### src/rtl/canvas_write_ctrl.sv
// canvas_write_ctrl: arbitrates buffered brush writes and a raster-order clear engine onto the pixel store write port.
// Optional BRUSH_BOUNDS_CHECK_EN drops out-of-canvas brush entries and flags them on oob_err.
module canvas_write_ctrl #(
    parameter int GRID_W     = 8,
    parameter int GRID_H     = 8,
    parameter int COORD_W    = 8,
    parameter int COLOR_W    = 3,
    parameter int FIFO_DEPTH = 4
) (
    input  logic                              clk,
    input  logic                              reset_n,
    input  logic                              brush_valid,
    output logic                              brush_ready,
    input  logic [COORD_W-1:0]                brush_x,
    input  logic [COORD_W-1:0]                brush_y,
    input  logic [COLOR_W-1:0]                brush_color,
    input  logic                              clear_req,
    input  logic [COLOR_W-1:0]                clear_color,
    output logic                              busy,
    output logic                              clear_done,
    output logic                              we,
    output logic [COORD_W-1:0]                wx,
    output logic [COORD_W-1:0]                wy,
    output logic [COLOR_W-1:0]                wdata,
    output logic [$clog2(FIFO_DEPTH+1)-1:0]   fifo_count
`ifdef BRUSH_BOUNDS_CHECK_EN
    ,
    output logic                              oob_err
`endif
);
    localparam int CNT_W = $clog2(FIFO_DEPTH+1);
    localparam int PW    = $clog2(FIFO_DEPTH);
    localparam int EW    = 2*COORD_W + COLOR_W;

    typedef enum logic {IDLE, CLEAR} state_t;
    state_t state;

    logic [EW-1:0]      mem [FIFO_DEPTH];
    logic [PW-1:0]      rd_ptr, wr_ptr;
    logic [COORD_W-1:0] hx, hy, cx, cy;
    logic [COLOR_W-1:0] hc, ccol;
    logic               push, pop, oob, x_last, y_last;

    function automatic logic [PW-1:0] nxt(input logic [PW-1:0] p);
        return (int'(p) == FIFO_DEPTH-1) ? '0 : p + 1'b1;
    endfunction

    assign brush_ready = int'(fifo_count) != FIFO_DEPTH;
    assign push        = brush_valid && brush_ready;
    // A clear request in IDLE takes priority over draining the FIFO.
    assign pop         = state == IDLE && !clear_req && fifo_count != '0;
    assign {hx, hy, hc} = mem[rd_ptr];
    assign x_last      = int'(cx) == GRID_W-1;
    assign y_last      = int'(cy) == GRID_H-1;
`ifdef BRUSH_BOUNDS_CHECK_EN
    assign oob = int'(hx) >= GRID_W || int'(hy) >= GRID_H;
`else
    assign oob = 1'b0;
`endif

    always_ff @(posedge clk) begin
        if (push)
            mem[wr_ptr] <= {brush_x, brush_y, brush_color};
    end

    always_ff @(posedge clk or negedge reset_n) begin
        if (!reset_n) begin
            rd_ptr     <= '0;
            wr_ptr     <= '0;
            fifo_count <= '0;
        end else begin
            if (push)
                wr_ptr <= nxt(wr_ptr);
            if (pop)
                rd_ptr <= nxt(rd_ptr);
            fifo_count <= fifo_count + CNT_W'(push) - CNT_W'(pop);
        end
    end

    always_ff @(posedge clk or negedge reset_n) begin
        if (!reset_n) begin
            state      <= IDLE;
            cx         <= '0;
            cy         <= '0;
            ccol       <= '0;
            we         <= 1'b0;
            wx         <= '0;
            wy         <= '0;
            wdata      <= '0;
            busy       <= 1'b0;
            clear_done <= 1'b0;
`ifdef BRUSH_BOUNDS_CHECK_EN
            oob_err    <= 1'b0;
`endif
        end else begin
            clear_done <= 1'b0;
`ifdef BRUSH_BOUNDS_CHECK_EN
            oob_err    <= 1'b0;
`endif
            if (state == CLEAR) begin
                we    <= 1'b1;
                wx    <= cx;
                wy    <= cy;
                wdata <= ccol;
                busy  <= 1'b1;
                cx    <= x_last ? '0 : cx + 1'b1;
                if (x_last)
                    cy <= y_last ? '0 : cy + 1'b1;
                if (x_last && y_last) begin
                    clear_done <= 1'b1;
                    state      <= IDLE;
                end
            end else begin
                busy <= 1'b0;
                if (clear_req) begin
                    state <= CLEAR;
                    cx    <= '0;
                    cy    <= '0;
                    ccol  <= clear_color;
                    we    <= 1'b0;
                end else if (pop) begin
                    we    <= !oob;
                    wx    <= hx;
                    wy    <= hy;
                    wdata <= hc;
`ifdef BRUSH_BOUNDS_CHECK_EN
                    oob_err <= oob;
`endif
                end else begin
                    we <= 1'b0;
                end
            end
        end
    end
endmodule

### config.mk
export PLATFORM = sky130hd
export DESIGN_NAME = canvas_write_ctrl
export DESIGN_NICKNAME = d
export VERILOG_FILES = /design/src/rtl/canvas_write_ctrl.sv
export SDC_FILE = /design/constraint.sdc
export NUM_CORES = 1
export LEC_CHECK = 0
export BUFFER_PORTS_ARGS = -buffer_cell sky130_fd_sc_hd__buf_2
export CORE_ASPECT_RATIO = 1.5
export CORE_MARGIN = 5
export CORE_UTILIZATION = 28
export CTS_CLUSTER_DIAMETER = 80
export DETAILED_ROUTE_END_ITERATION = 10
export SYNTH_ARGS = -nofsm -noshare
export SYNTH_HDL_FRONTEND = slang
export SYNTH_SLANG_ARGS = --single-unit
### constraint.sdc
create_clock -name clk -period 3.1 [get_ports clk]
set_input_delay 0.155 -clock clk [delete_from_list [all_inputs] [get_ports clk]]
set_output_delay 0.155 -clock clk [all_outputs]
set_load 0.05 [all_outputs]
==> results.md <==
| Step | Item | This run |
|---|---|---|
| run | Number of max-capacitance violations reported | 0 |
| sta | Count of final setup violators | 0 |
| layout | Ratio of cells with drive above 1 in the final layout | 0.267 |
| global route | Antenna violations before repair | 0 |
| sta | Count of final max-slew check failures | 0 |
| critical path | Largest fanout on the critical path | 5 |
| power and ir drop | Clk pwr share | 0.362 |
| critical path | Type of the setup path with the least slack | register to register |
| sta | Max frequency | 451 MHz |
| routing | Number of vias in the routed layout | 3131 |
| floorplanning | Overall die width | 121 um |
| routing | Vias per cell | 4.70 |
| sta | Setup repair after global routing missed its margin | no |
| place | Worst slack, placed | 0.892 ns |
| power and ir drop | Sequential group share of total power | 0.422 |
| sta | Hold_ws | 0.223 ns |
| floorplanning | Num rows | 60 |
| cts | # resized after CTS | 0 |
| global route | Total congestion overflow after global routing | 0 |
| routing | Post-route antenna net violation count | 0 |
| logic synthesis | Syn. warnings | 0 |
| sta | Least setup slack across all paths after layout | 0.884 ns |
| min path | Hold_sp | brush_valid |
| cts | Clock root buffer | clkbuf_16 |
| cts | H-Tree Level Count | 4 |
| sta | Final period demand of the worst path | 2.22 ns |
| global route | Tot GR Track Use | 0.103 |
| critical path | Nature of the critical path endpoint | register |
| global route | Global-route wire length before repair | 17000 um |
| sta | Max-slew headroom | 0.358 |
| sta | Number of hold violations in the final report | 0 |
| sta | Clock Skew | 0.00812 ns |
| routing | TritonRoute pass-1 iters | 5 |
| logic synthesis | Total standard cell area after synthesis | 5150 sq um |
| layout | Fillcell total | 1713 |
| logic synthesis | Syn_area_per_cell | 14.8 sq um |
| logic synthesis | Number of unique standard cell types used by synthesis | 44 |
| critical path | WP data arrival | 2.51 ns |
| floorplanning | Count of pins on the block boundary | 52 |
| critical path | Worst setup path start | fifo_count[1]$_DFF_PN0_ |
| power and ir drop | Worst vdd ir | 0.000335 V |
| layout | Antenna Cells | 0 |
| critical path | Element type at the critical path start | register |
| routing | Overall routed net length | 10500 um |
| place | IO Port Bufs | 51 |
| critical path | Worst reg2reg path startpoint | fifo_count[1]$_DFF_PN0_ |
| layout | Post-layout nets | 472 |
| cts | Clk pin slew, worst setup/hold paths | 0.06 ns |
| power and ir drop | Power per cell area | 892 nW/um^2 |
| floorplanning | Die H | 176 um |
| floorplanning | Area of the core | 18000 sq um |
| routing | Post-route DRC | 0 |
| logic synthesis | Fraction of the yosys area taken by sequential cells | 0.681 |
| sta | Fraction of the cycle the final worst path needs | 0.715 |
| cts | Clock tree from TritonCTS | yes |
| cts | Sinks on Clock Net | 125 |
| min path | Worst min path class | input pin to register |
| critical path | CP Data Required Time | 3.39 ns |
| power and ir drop | Leakage power figure | 2.53 nW |
| sta | Final setup TNS | 0 ns |
| global route | Largest net degree at the start of global routing | 52 |
| logic synthesis | Primary flip-flop cell chosen by synthesis mapping | edfxtp_1 |
| logic synthesis | Total nets after synthesis | 384 |
| routing | Average wire length per cell after detail routing | 15.8 um |
| cts | Number of buffers inserted during clock tree synthesis | 17 |
| place | Detailed placer's ending HPWL | 7330 um |
| layout | Area growth, synth to finish | 27.1% |
| cts | Skew-Pair Late Insertion Delay | 0.41 ns |
| routing | Number of violations reported at the end of detailed-routing iteration 0 | 147 |
| power and ir drop | Net Sw Power | 1.85 mW |
| sta | Worst Tran Pin Value | 0.963 ns |
| logic synthesis | Cells after synthesis | 348 |
| floorplanning | Initial Util | 0.286 |
| power and ir drop | Gate power share | 0.216 |
| power and ir drop | Fraction of power spent switching nets | 0.316 |
| place | Gpl congestion | 0.838 |
| logic synthesis | Asr flop ratio synth | 0.392 |
| cts | Buffers from clock root to sink, at most | 2 |
| floorplanning | Die area | 21300 sq um |
| power and ir drop | Internal power contribution | 4.00 mW |
| logic synthesis | Post-synthesis register bit count | 125 |
| logic synthesis | Post-synth EDFFs | 76 |
| global route | Via count of the first global-routing pass | 3238 |
| outcome | Outcome | completed |
==> power groups by stage <==
stage / sequential, mW / clock [mW] / combinational, mW
floorplan: 2.75 / 0 / 0.586
global placement: 2.47 / 0 / 1.23
detailed placement: 2.50 / 0 / 1.26
CTS: 2.47 / 2.16 / 1.29
global route: 2.51 / 2.24 / 1.37
finish: 2.47 / 2.11 / 1.26
==> per-layer routing <==
layer	share of wire	vias up	wire length (um)	GRT usage
met2	0.55	76	5820	0.185
met3	0.035	18	367	0.0240
met5	0	-	0	0
met4	0.022	0	227	0.0506
met1	0.39	1544	4140	0.114
li1	-	1493	-	-
==> registers in the layout, indices dropped and copies added, names as in the netlist <==
signal      flops
cx              8
wy              8
busy            1
fifo_count      3
wdata           3
wr_ptr          2
cy              8
we              1
clear_done      1
ccol            3
state           1
rd_ptr          2
mem            76
wx              8
==> worst paths after layout <==
kind	endpoint	slack, ns	depth (start not counted)
worst max register to register	fifo_count[2]$_DFF_PN0_	0.88	9
worst min register to register	fifo_count[2]$_DFF_PN0_	0.52	1
worst max-delay path	fifo_count[2]$_DFF_PN0_	0.88	9
min in group asynchronous	wx[3]$_DFFE_PN0P_	0.32	2
max in group asynchronous	wx[0]$_DFFE_PN0P_	2.05	3
worst min-delay path	wr_ptr[1]$_DFFE_PN0P_	0.22	3
==> synthesized netlist by cell type, types with 5 or more instances <==
library cell  number  area share
edfxtp_1          76        0.44
dfrtp_1           49        0.24
a21oi_1           41       0.040
nand2_1           31       0.023
mux4_2            19       0.083
nor2b_1           17       0.021
clkbuf_1          10      0.0073
nor2_1            10      0.0073
a31oi_1            9       0.011
and3_1             9       0.011
ha_1               9       0.022
inv_1              8      0.0058
nand3_1            7      0.0068
mux2_2             6       0.013
nand2b_1           5      0.0061
==> worst max-delay path: stages (launching register included) <==
cell	delay (ns)
dfrtp_1	0.43
or3_1	0.36
nand2_1	0.09
inv_1	0.06
ha_1	0.27
inv_1	0.04
ha_1	0.19
fa_1	0.38
xor2_1	0.16
xnor2_1	0.13
==> cells by family after synthesis <==
logic type                 count (synthesis)  share of synthesized area
buffers and inverters                     23                     0.0197
adders and majority gates                 10                     0.0257
AOI/OAI and AO/OA                         67                     0.0768
muxes                                     25                     0.0962
and+or+nand+nor                           95                     0.0955
xor gates and xnor gates                   3                    0.00510
DFF                                      125                      0.681
==> layout by cell type, fill, tap and decap left out, types with 2 or more instances in the layout <==
| cell type | instances |
|---|---|
| dfrtp_1 | 49 |
| inv_1 | 8 |
| clkbuf_16 | 17 |
| a21oi_1 | 41 |
| buf_2 | 51 |
| nor3_1 | 3 |
| dlygate4sd3_1 | 24 |
| a41oi_1 | 3 |
| bufinv_16 | 4 |
| ha_1 | 9 |
| nor2b_1 | 17 |
| mux4_2 | 19 |
| o21ai_0 | 2 |
| clkinv_4 | 2 |
| nand2_1 | 31 |
| a31oi_1 | 9 |
| or3_1 | 3 |
| and3_1 | 9 |
| a22o_1 | 3 |
| inv_6 | 6 |
| nor2_1 | 10 |
| nand2b_1 | 5 |
| xor2_1 | 2 |
| nand3_1 | 7 |
| buf_4 | 9 |
| edfxtp_1 | 76 |
| a21o_1 | 2 |
| mux2_2 | 6 |
| clkinvlp_4 | 2 |
==> metrics by stage <==
step                      instances  power, mW   util  instance area, sq um
after floorplan                 348       3.34      -                  5150
after global placement          610       3.71  0.315                  5670
after detailed placement        610       3.76  0.315                  5670
after CTS                       666       5.91  0.363                  6550
after global routing            666       6.12  0.363                  6550
final                           666       5.84  0.363                  6550
==> final cells by class <==
type	instances	area, sq um	area share
clock buffers	18	429	0.0655
clock inverters	14	205	0.0313
inverters	8	30.0	0.00459
multi-input cells	200	1540	0.235
flip-flops and latches	125	3510	0.536
well taps	217	272	0.0415
repair buffers	84	563	0.0860
==> timing repair <==
item / CTS / global route
setup buffers: 0 / 0
setup endpoints to repair: 0 / 0
endpoints found under the hold margin: 108 / 0
hold buffers: 24 / 0
Note: power is estimated with default switching activity, not from simulation.
